### config.mk
export PLATFORM = sky130hd
export DESIGN_NAME = alu_issue_stage
export DESIGN_NICKNAME = d
export VERILOG_FILES = /design/src/rtl/alu_issue_stage.sv
export SDC_FILE = /design/constraint.sdc
export NUM_CORES = 1
export LEC_CHECK = 0
export ABC_AREA = 0
export CAP_MARGIN = 20
export CELL_PAD_IN_SITES_DETAIL_PLACEMENT = 2
export CELL_PAD_IN_SITES_GLOBAL_PLACEMENT = 2
export CORE_MARGIN = 2
export CORE_UTILIZATION = 22
export DETAILED_ROUTE_END_ITERATION = 7
export GPL_TIMING_DRIVEN = 0
export PLACE_DENSITY_LB_ADDON = 0.12
export SYNTH_ARGS = -nofsm -noshare
export SYNTH_HDL_FRONTEND = slang
export SYNTH_SLANG_ARGS = --single-unit
### constraint.sdc
create_clock -name clk -period 4.1 [get_ports clk]
set_clock_uncertainty 0.15 [all_clocks]
set_input_delay 0.82 -clock clk [delete_from_list [all_inputs] [get_ports clk]]
set_output_delay 0.82 -clock clk [all_outputs]
set_load 0.1 [all_outputs]
### src/rtl/alu_issue_stage.sv
// alu_issue_stage: ID/EX register feeding the ALU, with operand forwarding,
// a one-bubble load-use stall and one-hot aluop legality enforcement.
module alu_issue_stage #(
   parameter int WIDTH = 32,
   parameter int REGA  = 5
) (
   input  logic             clk,
   input  logic             rst,
   input  logic             in_valid,
   output logic             in_ready,
   input  logic [13:0]      in_aluop,
   input  logic [REGA-1:0]  in_rs1,
   input  logic [REGA-1:0]  in_rs2,
   input  logic [WIDTH-1:0] in_rs1_data,
   input  logic [WIDTH-1:0] in_rs2_data,
   input  logic [WIDTH-1:0] in_imm,
   input  logic             in_use_imm,
   input  logic [REGA-1:0]  in_rd,
   input  logic             in_wen,
   input  logic             mem_wen,
   input  logic [REGA-1:0]  mem_rd,
   input  logic [WIDTH-1:0] mem_data,
   input  logic             mem_is_load,
   input  logic             wb_wen,
   input  logic [REGA-1:0]  wb_rd,
   input  logic [WIDTH-1:0] wb_data,
   input  logic             flush,
   input  logic             ex_ready,
   output logic             ex_valid,
   output logic [13:0]      ex_aluop,
   output logic [WIDTH-1:0] ex_data1,
   output logic [WIDTH-1:0] ex_data2,
   output logic [WIDTH-1:0] ex_store_data,
   output logic [REGA-1:0]  ex_rd,
   output logic             ex_wen,
   output logic             ex_illegal,
   output logic [15:0]      hazard_cnt
);
   logic             hazard, cap, legal, wen_q;
   logic [WIDTH-1:0] fwd1, fwd2;
   // mem is the younger producer, so it wins over wb; x0 always reads the regfile
   assign fwd1 = (mem_wen && mem_rd == in_rs1 && in_rs1 != '0) ? mem_data :
                 (wb_wen && wb_rd == in_rs1 && in_rs1 != '0) ? wb_data : in_rs1_data;
   assign fwd2 = (mem_wen && mem_rd == in_rs2 && in_rs2 != '0) ? mem_data :
                 (wb_wen && wb_rd == in_rs2 && in_rs2 != '0) ? wb_data : in_rs2_data;
   assign hazard = in_valid && mem_is_load && mem_wen && mem_rd != '0 &&
                   (mem_rd == in_rs1 || mem_rd == in_rs2);
   assign in_ready = flush || (!hazard && (!ex_valid || ex_ready));
   assign cap = in_valid && in_ready && !flush;
   assign legal = $onehot(in_aluop[13:5]) && $onehot(in_aluop[4:0]);
   assign ex_wen = ex_valid && wen_q;
   always_ff @(posedge clk) begin
      if (rst) begin
         ex_valid      <= 1'b0;
         ex_aluop      <= 14'h0021;
         ex_data1      <= '0;
         ex_data2      <= '0;
         ex_store_data <= '0;
         ex_rd         <= '0;
         wen_q         <= 1'b0;
         ex_illegal    <= 1'b0;
         hazard_cnt    <= '0;
      end else if (flush) begin
         ex_valid <= 1'b0;
      end else if (hazard) begin
         if (ex_ready || !ex_valid) begin
            ex_valid   <= 1'b0;
            ex_illegal <= 1'b0;
         end
         if (hazard_cnt != 16'hFFFF) hazard_cnt <= hazard_cnt + 16'd1;
      end else if (cap) begin
         ex_valid      <= 1'b1;
         ex_aluop      <= legal ? in_aluop : 14'h0021;
         ex_data1      <= fwd1;
         ex_data2      <= in_use_imm ? in_imm : fwd2;
         ex_store_data <= fwd2;
         ex_rd         <= in_rd;
         wen_q         <= in_wen && legal;
         ex_illegal    <= !legal;
      end else if (ex_ready) begin
         ex_valid <= 1'b0;
      end
   end
endmodule

Yosys cells after proc, flatten, opt, wreduce, memory -nomap -nowiden
Index checks and enable logic that the tools add are counted.
{"block": "totals", "regBits": 134, "latchBits": 0, "mem_bits_rw": 0, "romBits": 0, "in_bits": 209, "out_inout_bits": 135, "wordCells": 79, "mem_count": 0}
{"block": "classes", "n_addsub": 13, "n_mul": 0, "div": 0, "order_cmp": 0, "n_eq_ne": 8, "n_shift": 0, "muxes": 12, "bitwise_logic": 2, "n_reduce_logical": 35}
{"cell": "$mux W32", "count": 5}
{"cell": "$eq A5 B5 Y1", "count": 4}
{"cell": "$logic_and A1 B1 Y1", "count": 18}
{"cell": "$add A16 B1 Y16 const B", "count": 1}
{"cell": "$ne A16 B16 Y1 const B", "count": 1}
{"cell": "$reduce_bool A5 Y1", "count": 3}
{"cell": "$mux W14", "count": 1}
{"cell": "$add A1 B1 Y2", "count": 6}
{"cell": "$add A2 B2 Y3", "count": 3}
{"cell": "$reduce_and A3 Y1", "count": 3}
{"cell": "$mux W1", "count": 6}
{"cell": "$add A3 B3 Y4", "count": 1}
{"cell": "$add A4 B1 Y4", "count": 1}
{"cell": "$eq A4 B1 Y1 const B", "count": 1}
{"cell": "$logic_not A1 Y1", "count": 4}
{"cell": "$add A3 B1 Y3", "count": 1}
{"cell": "$eq A3 B1 Y1 const B", "count": 1}
{"cell": "$logic_or A1 B1 Y1", "count": 3}
{"cell": "$reduce_bool A3 Y1", "count": 1}
{"cell": "$ne A2 B1 Y1 const B", "count": 1}
{"cell": "$not A1 Y1", "count": 2}
{"cell": "$reduce_and A2 Y1", "count": 1}
{"cell": "$reduce_bool A2 Y1", "count": 1}
{"cell": "$reduce_or A2 Y1", "count": 1}

Depth between registers and ports, before layout
Gate-level depths: netlist (run 1).
{"block": "depth", "word_depth": 11, "mapped_depth": 14, "depth_no_buf": 13}

Worst setup path before layout (run 1)
Ideal clock, no wire load.
{"block": "synth_path", "path_kind": "input to register", "startpoint": "input port in_aluop[5]", "endpoint": "register ex_aluop[2]", "setup_ns": 0.072, "arrival_time_ns": 4.209, "t_required_ns": 3.878, "slack_ns": -0.331, "path_stages": 14, "n_path_buf": 1, "cell_sequence": "inv_1 fa_1 fa_1 fa_1 inv_1 fa_1 inv_1 fa_1 nand2_1 or4_1 nor2_1 clkbuf_1 nand3_1 mux2i_1"}
{"block": "synth_between", "elab_chain_cells": 7}
{"element": "start, declared", "line_no": "11", "text": "input logic [13:0] in_aluop,"}
{"element": "$add A1 B1 Y2 (implied by the code)", "line_no": "50", "text": "assign legal = $onehot(in_aluop[13:5]) && $onehot(in_aluop[4:0]);"}
{"element": "$add A2 B2 Y3 (implied by the code)", "line_no": "50"}
{"element": "$add A3 B3 Y4 (implied by the code)", "line_no": "50"}
{"element": "$add A4 B1 Y4 (implied by the code)", "line_no": "50"}
{"element": "$eq A4 B1 Y1", "line_no": "50"}
{"element": "$logic_and A1 B1 Y1", "line_no": "50"}
{"element": "$mux W14", "line_no": "73", "text": "ex_aluop <= legal ? in_aluop : 14'h0021;"}
{"element": "end signal, assigned", "line_no": "73"}
{"element": "end, declared", "line_no": "30", "text": "output logic [13:0] ex_aluop,"}
Every way passes these cells.
A chain may end at the register's enable or synchronous reset.

Worst setup path in the final report (run 1)
{"block": "layout_path", "startpoint": "input port in_aluop[5]", "endpoint": "register ex_aluop[12]"}
Same word-level chain as after synthesis.

==> results by group, run 1 <==
Global routing
  – Vias in the first global route: 11,600
  – Largest net degree at the start of global routing: 17
  – Antenna violations before repair: 12
  – Gr ovfl total: 0
  – First-pass GRT wire length: 76,800 um
  – Total GRT Usage: 25.1%

Synthesis
  – Distinct cell type count of the synthesized netlist: 59
  – Post-synth ARST share: 0%
  – Synthesized area per cell: 8.22 um^2
  – Post-synthesis sequential area ratio: 30.4%
  – Syn. warnings: 0
  – Post-synth EDFFs: 0
  – Post-Syn Nets: 1,295
  – Syn Inst Count: 1,075
  – Synth Flop Type: dfxtp_1
  – Synth Register Bits: 134
  – Mapped Area: 8830 um^2

STA
  – Max-slew violations: 0
  – Worst-Margin Slew: 1090 ps
  – Final hold violation count: 0
  – Period utilisation layout: 97.4%
  – # setup viols final: 0
  – Final Critical Period: 3990 ps
  – Fmax: 0.250 GHz
  – Hold_ws: 308 ps
  – Max transition margin: 27.6%

CTS
  – Reg clk slew, reported paths: 70 ps
  – CTS tree: built
  – CTS Buffer Depth: 2
  – Worst-Skew Late Latency: 450 ps
  – # H-tree levels: 4
  – CTS Buf Count: 17
  – CTS Root Cell: clkbuf_16
  – Clock sinks: 134

Floorplanning
  – Row cnt: 73
  – Initial Util: 22.3%
  – Die X: 204 um
  – Die footprint: 41,800 um^2
  – Ports: 344
  – Die Height: 204 um
  – Core ar.: 39,600 um^2

Drt
  – DRT antenna net count: 0
  – Routed wire per std cell: 26.6 um
  – Drt drc: 0
  – Total Routed Length: 52,700 um
  – Iter 0 DRT Violations: 551
  – Total number of vias: 10,800
  – Via density: 5.43
  – Drt first pass iters: 5

Final layout
  – Layout cells sized above 1: 8.06%
  – Post-Layout Cell Count: 1,981
  – Multi-input gate area: 5380 um^2
  – Register Area: 2680 um^2
  – Layout Utilization: 34.5%
  – Finished Cell Area: 13,700 um^2
  – Commonest cells after routing, fill and taps aside: clkdlybuf4s50_1 (331), dfxtp_1 (134), and3_1 (102)
  – Layout area overhead: 54.8%
  – Most common cell after layout, fill and taps aside: clkdlybuf4s50_1
  – Fillcell total: 4,473
  – Final #Nets: 1,659

Min path
  – Type of the worst min-delay path: register to register
  – HP Start: ex_rd[4]

Power and ir drop
  – Max IR drop VDD: 0.202 mV
  – Pwr dens: 341 nW/um^2
  – Static Leak: 5.01 nW

Placed design
  – Port Buffers: 341
  – GP Congestion: 0.821
  – Placed insts: 1,941
  – Placed cell areas: 12,900 um^2
  – Detail Placement HPWL: 42,400 um

Setup path
  – FF-to-FF Start: ex_valid
  – CP Max Fanout: 5
  – Critical Path Sink Type: register
  – Worst EP arrival: 4220 ps
  – Worst setup path startpoint: in_aluop[5]
  – Crit start category: input pin
  – Critical path type: input pin to register
  – Critical Path RT: 4330 ps

Status
  – Status: complete, no violations

Job
  – Maxcap violations: 0
-- report_power, final --
part           internal, mW  switching (mW)
combinational         0.484            1.02
sequential             1.36          0.0440
clock                  1.04           0.713
-- worst max-delay path: stages --
cell and delay [ps]:
buf_8 90, inv_8 30, fa_1 540, fa_1 430
fa_1 450, inv_2 70, fa_2 210, inv_2 40
fa_1 470, nand2_1 60, or4_4 440, nor2_4 180
buf_8 140, nand3_2 70, mux2i_1 170
-- worst paths after layout --
path                            slack, ps      endpoint  cells after the start
worst max-delay path                  110  ex_aluop[12]                     15
worst min-delay path                  310      ex_rd[4]                      2
worst max register to register       1330  ex_data2[31]                      6
worst min register to register        310      ex_rd[4]                      2
-- area by class of cell --
class	count	share of cell area, %
flip-flops and latches	134	19.6
repair buffers	345	25.3
diodes	4	0.0732
clock inverters	14	1.45
multi-input cells	751	39.3
plain buffers	130	4.48
well taps	525	4.81
clock buffers	18	3.21
inverters	60	1.70
-- Yosys cell counts (3+ instances only) --
cell type	n	area share (%)
xor2_1	14	1.4
buf_6	9	1.1
nor4_1	4	0.28
ha_1	4	0.57
mux2i_1	21	2.4
a31oi_1	30	2.1
nand2_1	64	2.7
mux2_1	4	0.51
clkbuf_1	94	4.0
o31ai_1	50	4.2
inv_1	60	2.5
nor2_1	38	1.6
a221oi_1	50	5.0
a221oi_2	14	2.4
a41oi_1	32	3.2
fa_1	7	1.6
o21ai_0	32	1.8
buf_4	7	0.59
nor2b_1	3	0.21
buf_1	5	0.21
nand4b_1	4	0.40
o32ai_1	32	3.2
dfxtp_1	134	30
nand4_1	3	0.21
or4_1	10	0.85
and3_1	102	7.2
a21oi_1	11	0.62
o311ai_0	4	0.40
buf_2	15	0.85
nor3_1	3	0.17
a21boi_0	36	3.1
xnor2_1	6	0.59
a211oi_1	31	2.6
nor4_2	3	0.43
o311ai_1	29	2.9
o21ai_1	31	1.8
nand3_1	49	2.8
-- flip-flops by register name (all words and copies together), names as in the netlist --
signal and flops:
wen_q 1, ex_store_data 32, ex_data2 32, ex_data1 32, ex_illegal 1, ex_aluop 14
ex_valid 1, ex_rd 5, hazard_cnt 16
-- repair_timing --
item / CTS / global route
resized for setup: 26 / 16
gates cloned: 1 / 0
endpoints found under the setup margin: 17 / 17
pin swaps: 7 / 5
hold buffers: 0 / 0
buffers inserted: 2 / 1
-- metrics by stage --
step | TNS (ps) | setup slack, ps | power (mW)
after floorplan | -690 | -70.7 | 2.31
final | 0 | 107 | 4.66
after global routing | -73.8 | -24.2 | 4.85
after CTS | -1040 | -89.5 | 4.70
after global placement | -14560 | -936 | 2.90
after detailed placement | -15450 | -1030 | 2.92
-- metal layers --
layer	global-route usage, %	part of all wire, %	vias to the layer above
li1	-	-	4908
met1	30.7	43	5466
met2	43.5	49	298
met3	5.76	5.1	66
met4	7.51	2.5	14
met5	0	0.18	-
-- cells by family after synthesis --
| family | after synthesis | share of synthesized area (%) |
|---|---|---|
| AO/OA/AOI/OAI | 397 | 34.9 |
| multiplexers | 25 | 2.89 |
| buffers and inverters | 190 | 9.35 |
| XOR/XNOR | 20 | 1.98 |
| flip-flops | 134 | 30.4 |
| AND/OR/NAND/NOR | 298 | 18.3 |
| adder cells (fa/ha/maj) | 11 | 2.15 |
Note: power is estimated with default switching activity, not from simulation.
==> inputs of run 2 (changes only) <==
CAP_MARGIN = not set   (was 20)
==> results of run 2 <==
Same layout as run 1: the final DEF is identical, and so are final timing and power.
